==> config.mk <==
export PLATFORM = sky130hd
export DESIGN_NAME = code_entry_shreg
export DESIGN_NICKNAME = d
export VERILOG_FILES = /design/src/rtl/code_entry_shreg.sv
export SDC_FILE = /design/constraint.sdc
export NUM_CORES = 1
export LEC_CHECK = 0
export BUFFER_PORTS_ARGS = -buffer_cell sky130_fd_sc_hd__buf_2
export CAP_MARGIN = 20
export CORE_MARGIN = 2
export CORE_UTILIZATION = 58
export CTS_BUF_LIST = sky130_fd_sc_hd__clkbuf_8
export CTS_CLUSTER_SIZE = 16
export DETAILED_ROUTE_END_ITERATION = 12
export PLACE_DENSITY = 0.95
export SLEW_MARGIN = 10
export SYNTH_ARGS = -nofsm -noshare
export SYNTH_HDL_FRONTEND = slang
export SYNTH_SLANG_ARGS = --single-unit
==> constraint.sdc <==
create_clock -name clk -period 5.2 [get_ports clk]
set_clock_uncertainty 0.2 [all_clocks]
set_input_delay 1.04 -clock clk [delete_from_list [all_inputs] [get_ports clk]]
set_output_delay 1.04 -clock clk [all_outputs]
set_load 0.03 [all_outputs]
==> src/rtl/code_entry_shreg.sv <==
// code_entry_shreg
//    Digit-entry shift register for the lock keypad path. New digits enter
//    at the top slot and older digits move toward slot 0. The block supports
//    backspace, cancel, digit counting, full/done/overflow flags and a
//    selectable policy for loads into a full buffer.
//
// Parameters
//    DIGIT_W   : width of one digit slot in bits
//    DEPTH     : number of digit slots (code length), DEPTH >= 2
//    FULL_MODE : 0 = drop new digit when full, 1 = shift anyway (oldest lost)
//
// Ports
//    clk      in   rising-edge clock
//    clr      in   asynchronous active-low reset, clears all state
//    load     in   push data_in as newest digit
//    data_in  in   digit value (no range check)
//    del      in   backspace, remove newest digit
//    cancel   in   synchronous clear of the entry
//    data_o   out  slot k = data_o[k*DIGIT_W +: DIGIT_W], slot DEPTH-1 newest
//    count    out  digits currently held, 0..DEPTH
//    full     out  count == DEPTH
//    done     out  one-cycle pulse when the entry just became full
//    overflow out  one-cycle pulse on a load while full
module code_entry_shreg #(
   parameter int unsigned DIGIT_W   = 4,
   parameter int unsigned DEPTH     = 4,
   parameter int unsigned FULL_MODE = 0
) (
   input  logic                       clk,
   input  logic                       clr,
   input  logic                       load,
   input  logic [DIGIT_W-1:0]         data_in,
   input  logic                       del,
   input  logic                       cancel,
   output logic [DIGIT_W*DEPTH-1:0]   data_o,
   output logic [$clog2(DEPTH+1)-1:0] count,
   output logic                       full,
   output logic                       done,
   output logic                       overflow
);

   localparam int unsigned CW = $clog2(DEPTH + 1);
   localparam int unsigned BW = DIGIT_W * DEPTH;

   localparam logic [CW-1:0] CNT_FULL = CW'(DEPTH);
   localparam logic [CW-1:0] CNT_LAST = CW'(DEPTH - 1);
   localparam logic [CW-1:0] CNT_ONE  = CW'(1);

   logic [BW-1:0] data_q, data_d;
   logic [CW-1:0] count_q, count_d;
   logic          done_q, done_d;
   logic          ovf_q, ovf_d;

   logic [BW-1:0] shift_in;
   logic [BW-1:0] shift_out;

   // Load shifts everything one slot toward slot 0 and puts the new digit
   // in the top slot; backspace is the exact inverse with zero fill at slot 0.
   assign shift_in  = {data_in, data_q[BW-1:DIGIT_W]};
   assign shift_out = {data_q[BW-DIGIT_W-1:0], {DIGIT_W{1'b0}}};

   always_comb begin
      data_d  = data_q;
      count_d = count_q;
      done_d  = 1'b0;
      ovf_d   = 1'b0;
      if (cancel) begin
         data_d  = '0;
         count_d = '0;
      end else if (load) begin
         if (count_q != CNT_FULL) begin
            data_d  = shift_in;
            count_d = count_q + CNT_ONE;
            done_d  = (count_q == CNT_LAST);
         end else begin
            ovf_d = 1'b1;
            if (FULL_MODE != 0) begin
               data_d = shift_in;
            end
         end
      end else if (del && (count_q != '0)) begin
         data_d  = shift_out;
         count_d = count_q - CNT_ONE;
      end
   end

   always_ff @(posedge clk or negedge clr) begin
      if (!clr) begin
         data_q  <= '0;
         count_q <= '0;
         done_q  <= 1'b0;
         ovf_q   <= 1'b0;
      end else begin
         data_q  <= data_d;
         count_q <= count_d;
         done_q  <= done_d;
         ovf_q   <= ovf_d;
      end
   end

   assign data_o   = data_q;
   assign count    = count_q;
   assign full     = (count_q == CNT_FULL);
   assign done     = done_q;
   assign overflow = ovf_q;

endmodule

Word level (Yosys, flattened, before mapping)
Cells that the tools add are included.

Flip-flop bits (word level): 21. Logic and storage cells: 28.

Add/sub/neg operators: 2. Equal/unequal tests: 4. Multiplexer cells: 14. Reductions and logical operators: 4.

Operator list (count): $mux W16 (4); $mux W3 (4); $mux W1 (6); $reduce_bool A3 Y1 (2); $add A3 B1 Y3 const B (1); $eq A3 B2 Y1 const B (1); $eq A3 B3 Y1 const B (1); $ne A3 B1 Y1 const B (1); $ne A3 B3 Y1 const B (1); $sub A3 B1 Y3 const B (1); $reduce_and A2 Y1 (1); $logic_and A1 B1 Y1 (1).

Longest topological paths before layout
Word-level depth: 5. Depth in mapped cells: 6. Gate-level depth less buffers: 5.

Worst setup path after synthesis
OpenSTA, ideal clock, no wires.

Path type: register to output. From: reg count_q[2] (netlist: count[2]). To: out full. Arrival: 1223 ps. Data required time: 3960 ps. Setup slack: 2737 ps. Stages on the path, launching flop included: 4. Buffers on the path: 1. Path through: dfrtp_1 or3b_1 buf_6 inv_4.

Longest elaborated chain between the ends: 1.

Ends and longest elaborated chain: start: declaration (RTL line 50) `logic [CW-1:0] count_q, count_d;`; start signal: assignment (RTL line 95) `count_q <= count_d;`; $eq A3 B3 Y1 (RTL line 103) `assign full = (count_q == CNT_FULL);`; end: declaration (RTL line 37) `output logic full,`.

Every way passes these cells.

Worst setup path in the final report
Ends and elaborated chain as after synthesis.

==> impl.org <==
** Clocking
- Largest buffer count on any clock path :: 2
- Num Clock Sinks :: 21
- Buffers inserted during clock tree synthesis total 3.
- Cts-stage hold buffer count :: 0
- Post-CTS timing repair inserted 0 buffers for setup.
- The tree is rooted in a sky130_fd_sc_hd__clkbuf_8.
- Clock-pin slew was measured on the worst setup and hold paths at about 0.08 ns.
- H-tree depth :: 1
- Clock latency reported for the late side of the worst-skew pair :: 0.26 ns
- Gates resized, CTS repair :: 0
- TritonCTS clock tree :: done

** Critical path
- The critical path is of the register to output port type.
- For this design, the slowest cell found on the critical path is sky130_fd_sc_hd__or3b_1.
- Largest incremental delay on the critical path :: roughly 0.52 ns
- Walking the worst path, the cells encountered are or3b_1, inv_4, buf_2.
- For the worst setup path, the data arrival time is around 1.6 ns.
- Worst-path maximum fanout :: 8
- Data required, critical path :: about 4 ns
- The worst setup path is captured at an output port.
- Critical Path Source Type :: register

** Timing
- Slew Limit Fails :: 0
- Counting I/O delays and the setup requirement, the final critical path takes around 2.8 ns.
- Post-route worst hold slack :: 0.3746 ns
- Worst-margin pin slew :: 0.6472 ns
- Derived from the worst setup path, the maximum achievable clock frequency is about 350 MHz.
- Total Negative Setup Slacks :: 0 ns
- The worst path meets setup with roughly 2.4 ns of slack.
- Final hold violation count :: 0
- Measured against its own limit, the worst slew margin works out to 0.5675.
- Setup violations remaining at the end of the flow were counted as 0.
- Setup repair after global routing left no endpoint under its margin.
- Period utilization :: 0.5444

** Finish
- In the final layout, the share of cells above drive strength 1 is 0.3217.
- In the layout the commonest cells are sky130_fd_sc_hd__buf_2 (30), sky130_fd_sc_hd__dfrtp_1 (21), sky130_fd_sc_hd__inv_1 (16), sky130_fd_sc_hd__nor2_1 (16), sky130_fd_sc_hd__a221oi_2 (10).
- The final layout contains 154 nets.
- Once layout is complete, the utilization of the core stands at 0.6983.
- The library cell used most frequently in the layout, excluding fill and tap cells, is sky130_fd_sc_hd__buf_2.
- Compared with the post-synthesis result, the final layout area differs by 14.30%.
- 0 antenna diodes ended up in the layout.

** Global routing
- Entering global routing, the biggest net connects 33 pins.
- Met3 routing resource usage after global routing :: 0.01818
- Overall track demand over capacity in global routing :: 0.2432
- For this run, global-route usage on met1 was measured as 0.3187.
- Global routing finished with a remaining overflow of 0.
- After global routing, the most crowded layer is met2.
- Wire length of the first global-routing pass :: 4.533 mm
- The via count of the first global-routing pass came to between 900 and 1000.
- The initial antenna violation count came to 0.
- For met2 alone, demand over resource in global routing was 0.4257.

** Detailed routing
- Routed wire length :: 2.787 mm
- The final route contains between 1000 and 1500 vias.
- In the final routed layout, each cell accounts on average for roughly 16 um.
- The detail route stage leaves a number of antenna-violating nets equal to 0.
- For this run, design rule violations remaining after detail routing come to 0.
- Average via count per standard cell :: a little over 6
- The first detailed-routing pass took 4 iterations.
- The first routing iteration left 46 violations.

** Run
- Max-Cap Viols :: 0

** Synth
- Average instance area after synthesis :: 9.989 um^2
- Unique cell type count in the Yosys netlist :: 30
- Share of Yosys cell area claimed by the top area cell type :: 0.4384
- Cell taking the most area after synthesis :: sky130_fd_sc_hd__dfrtp_1
- FF+latch count, synth :: 21
- Counting every net in the synthesized netlist gives between 100 and 150.
- In the post-synthesis netlist, the biggest area contributors are sky130_fd_sc_hd__dfrtp_1 (44%), sky130_fd_sc_hd__a221oi_2 (13%), sky130_fd_sc_hd__a22o_1 (5.8%).
- Number of instances in the synthesized netlist :: 120
- Seq/Total Area, Yosys :: 0.4384
- Area of the mapped netlist :: roughly 0.0012 mm^2
- Count of warnings emitted by yosys :: 0

** Pwr
- Of the total power, the share spent switching nets is 0.4280.
- Overall Power :: around 0.00056 W
- Portion of total power attributed to the clock network :: 0.190
- Leakage power :: ~0.66 nW
- IR analysis of the VDD net gives a maximum drop of about 0.25 mV.
- Cell internal power was estimated by the tool at about 0.00032 W.
- Part of the power in registers :: 0.386
- Combinational fraction of design power :: 0.423
- Power per standard cell area :: 410.1 mW/mm^2
- For this design the total switching power over the nets is between 0.0002 and 0.00025 W.

** Placement
- OpenSTA, run right after detailed placement, puts the worst setup slack at roughly 2.3 ns.
- The HPWL after detailed placement is just under 2 mm.
- The congestion estimate from routability-driven global placement came to just over 0.8.
- Port buffering added 30 buffers.

** Status
- The flow ran to the end, and the final reports show no timing, DRC or antenna violations.

** Floorplan
- Die Ht :: between 40 and 50 um
- For this design the top-level I/O count stands at 31.
- The die covers 0.002446 mm^2.
- After floorplanning, the core was divided into 16 placement rows.
- Area of the core :: slightly below 0.002 mm^2
- The initial utilization of the core area, before any placement, comes to 0.6110.
- Horizontal die dimension :: between 40 and 50 um

** Worst hold path
- The tightest min-delay check is of the register to register type.
==> worst max-delay path: cells and delay by family, from the launching register on <==
kind / cells / cell delay (ns)
simple gates: 1 / 0.52
flops: 1 / 0.48
buf+inv: 2 / 0.33
==> area by class of cell <==
| cell class | count | area [um^2] |
|---|---|---|
| inverters | 17 | 66.31 |
| repair buffers | 30 | 150.1 |
| well taps | 27 | 33.78 |
| multi-input cells | 71 | 548.0 |
| clock buffers | 3 | 41.29 |
| fillers | 145 | 591.8 |
| clock inverters | 1 | 5.005 |
| flip-flops and latches | 21 | 525.5 |
==> synthesized netlist by cell type <==
cell,n
sky130_fd_sc_hd__inv_1,16
sky130_fd_sc_hd__a22o_1,8
sky130_fd_sc_hd__buf_1,2
sky130_fd_sc_hd__fa_1,1
sky130_fd_sc_hd__o31ai_1,1
sky130_fd_sc_hd__nand2b_1,2
sky130_fd_sc_hd__nand2_1,3
sky130_fd_sc_hd__a211oi_1,1
sky130_fd_sc_hd__mux2_4,1
sky130_fd_sc_hd__nor4_1,1
sky130_fd_sc_hd__o21bai_1,1
sky130_fd_sc_hd__a311oi_1,1
sky130_fd_sc_hd__mux2_1,1
sky130_fd_sc_hd__dfrtp_1,21
sky130_fd_sc_hd__inv_4,1
sky130_fd_sc_hd__xnor2_1,1
sky130_fd_sc_hd__o22ai_1,1
sky130_fd_sc_hd__a21oi_1,4
sky130_fd_sc_hd__o21ai_0,5
sky130_fd_sc_hd__nor2_1,16
sky130_fd_sc_hd__nand3_1,4
sky130_fd_sc_hd__buf_2,2
sky130_fd_sc_hd__a221oi_2,10
sky130_fd_sc_hd__buf_6,2
sky130_fd_sc_hd__clkbuf_1,5
sky130_fd_sc_hd__or3b_1,1
sky130_fd_sc_hd__o311a_1,1
sky130_fd_sc_hd__a221oi_1,2
sky130_fd_sc_hd__o2bb2ai_1,4
sky130_fd_sc_hd__a2bb2oi_1,1
==> metrics by stage <==
stage	area (um^2)	cells
floorplan	1199	120
global placement	1324	166
detailed placement	1324	166
CTS	1370	170
global route	1370	170
finish	1370	170
==> state kept, by name, indices dropped and copies added (netlist names) <==
name,count
data_o,16
overflow,1
count,3
done,1
==> worst paths after layout <==
kind / start / endpoint / slack [ns] / cells after the start
max in group asynchronous: clr / count[2] / 3.96 / 1
worst min register to register: data_o[12] / data_o[12] / 0.37 / 2
worst max register to register: count[2] / count[0] / 3.12 / 4
worst max-delay path: count[2] / full / 2.37 / 3
worst min-delay path: data_o[12] / data_o[12] / 0.37 / 2
min in group asynchronous: clr / data_o[12] / 0.52 / 1
==> cells by family (layout without fill, tap and decap cells) <==
group / Yosys count / count (layout) / synth area share
AO/OA/AOI/OAI: 40 / 40 / 0.3121
XOR/XNOR: 1 / 1 / 0.007308
adder cells (fa/ha/maj): 1 / 1 / 0.01670
buffers and inverters: 28 / 51 / 0.1044
flip-flops: 21 / 21 / 0.4384
multiplexers: 2 / 2 / 0.02192
AND/OR/NAND/NOR: 27 / 27 / 0.09917
==> power by group through the flow <==
stage,sequential [W],combinational (W),clock [W]
floorplan,0.000268,0.000132,0
global placement,0.000217,0.000227,0
detailed placement,0.000219,0.000235,0
CTS,0.000216,0.000237,0.000107
global route,0.000221,0.000252,0.000118
finish,0.000217,0.000238,0.000107
==> per-layer routing <==
metal	share of wire	routed length [um]
met1	0.41	1153
met3	0.060	166
met5	0	0
met4	0.017	48
met2	0.51	1418
(Power assumes the default switching activity.)
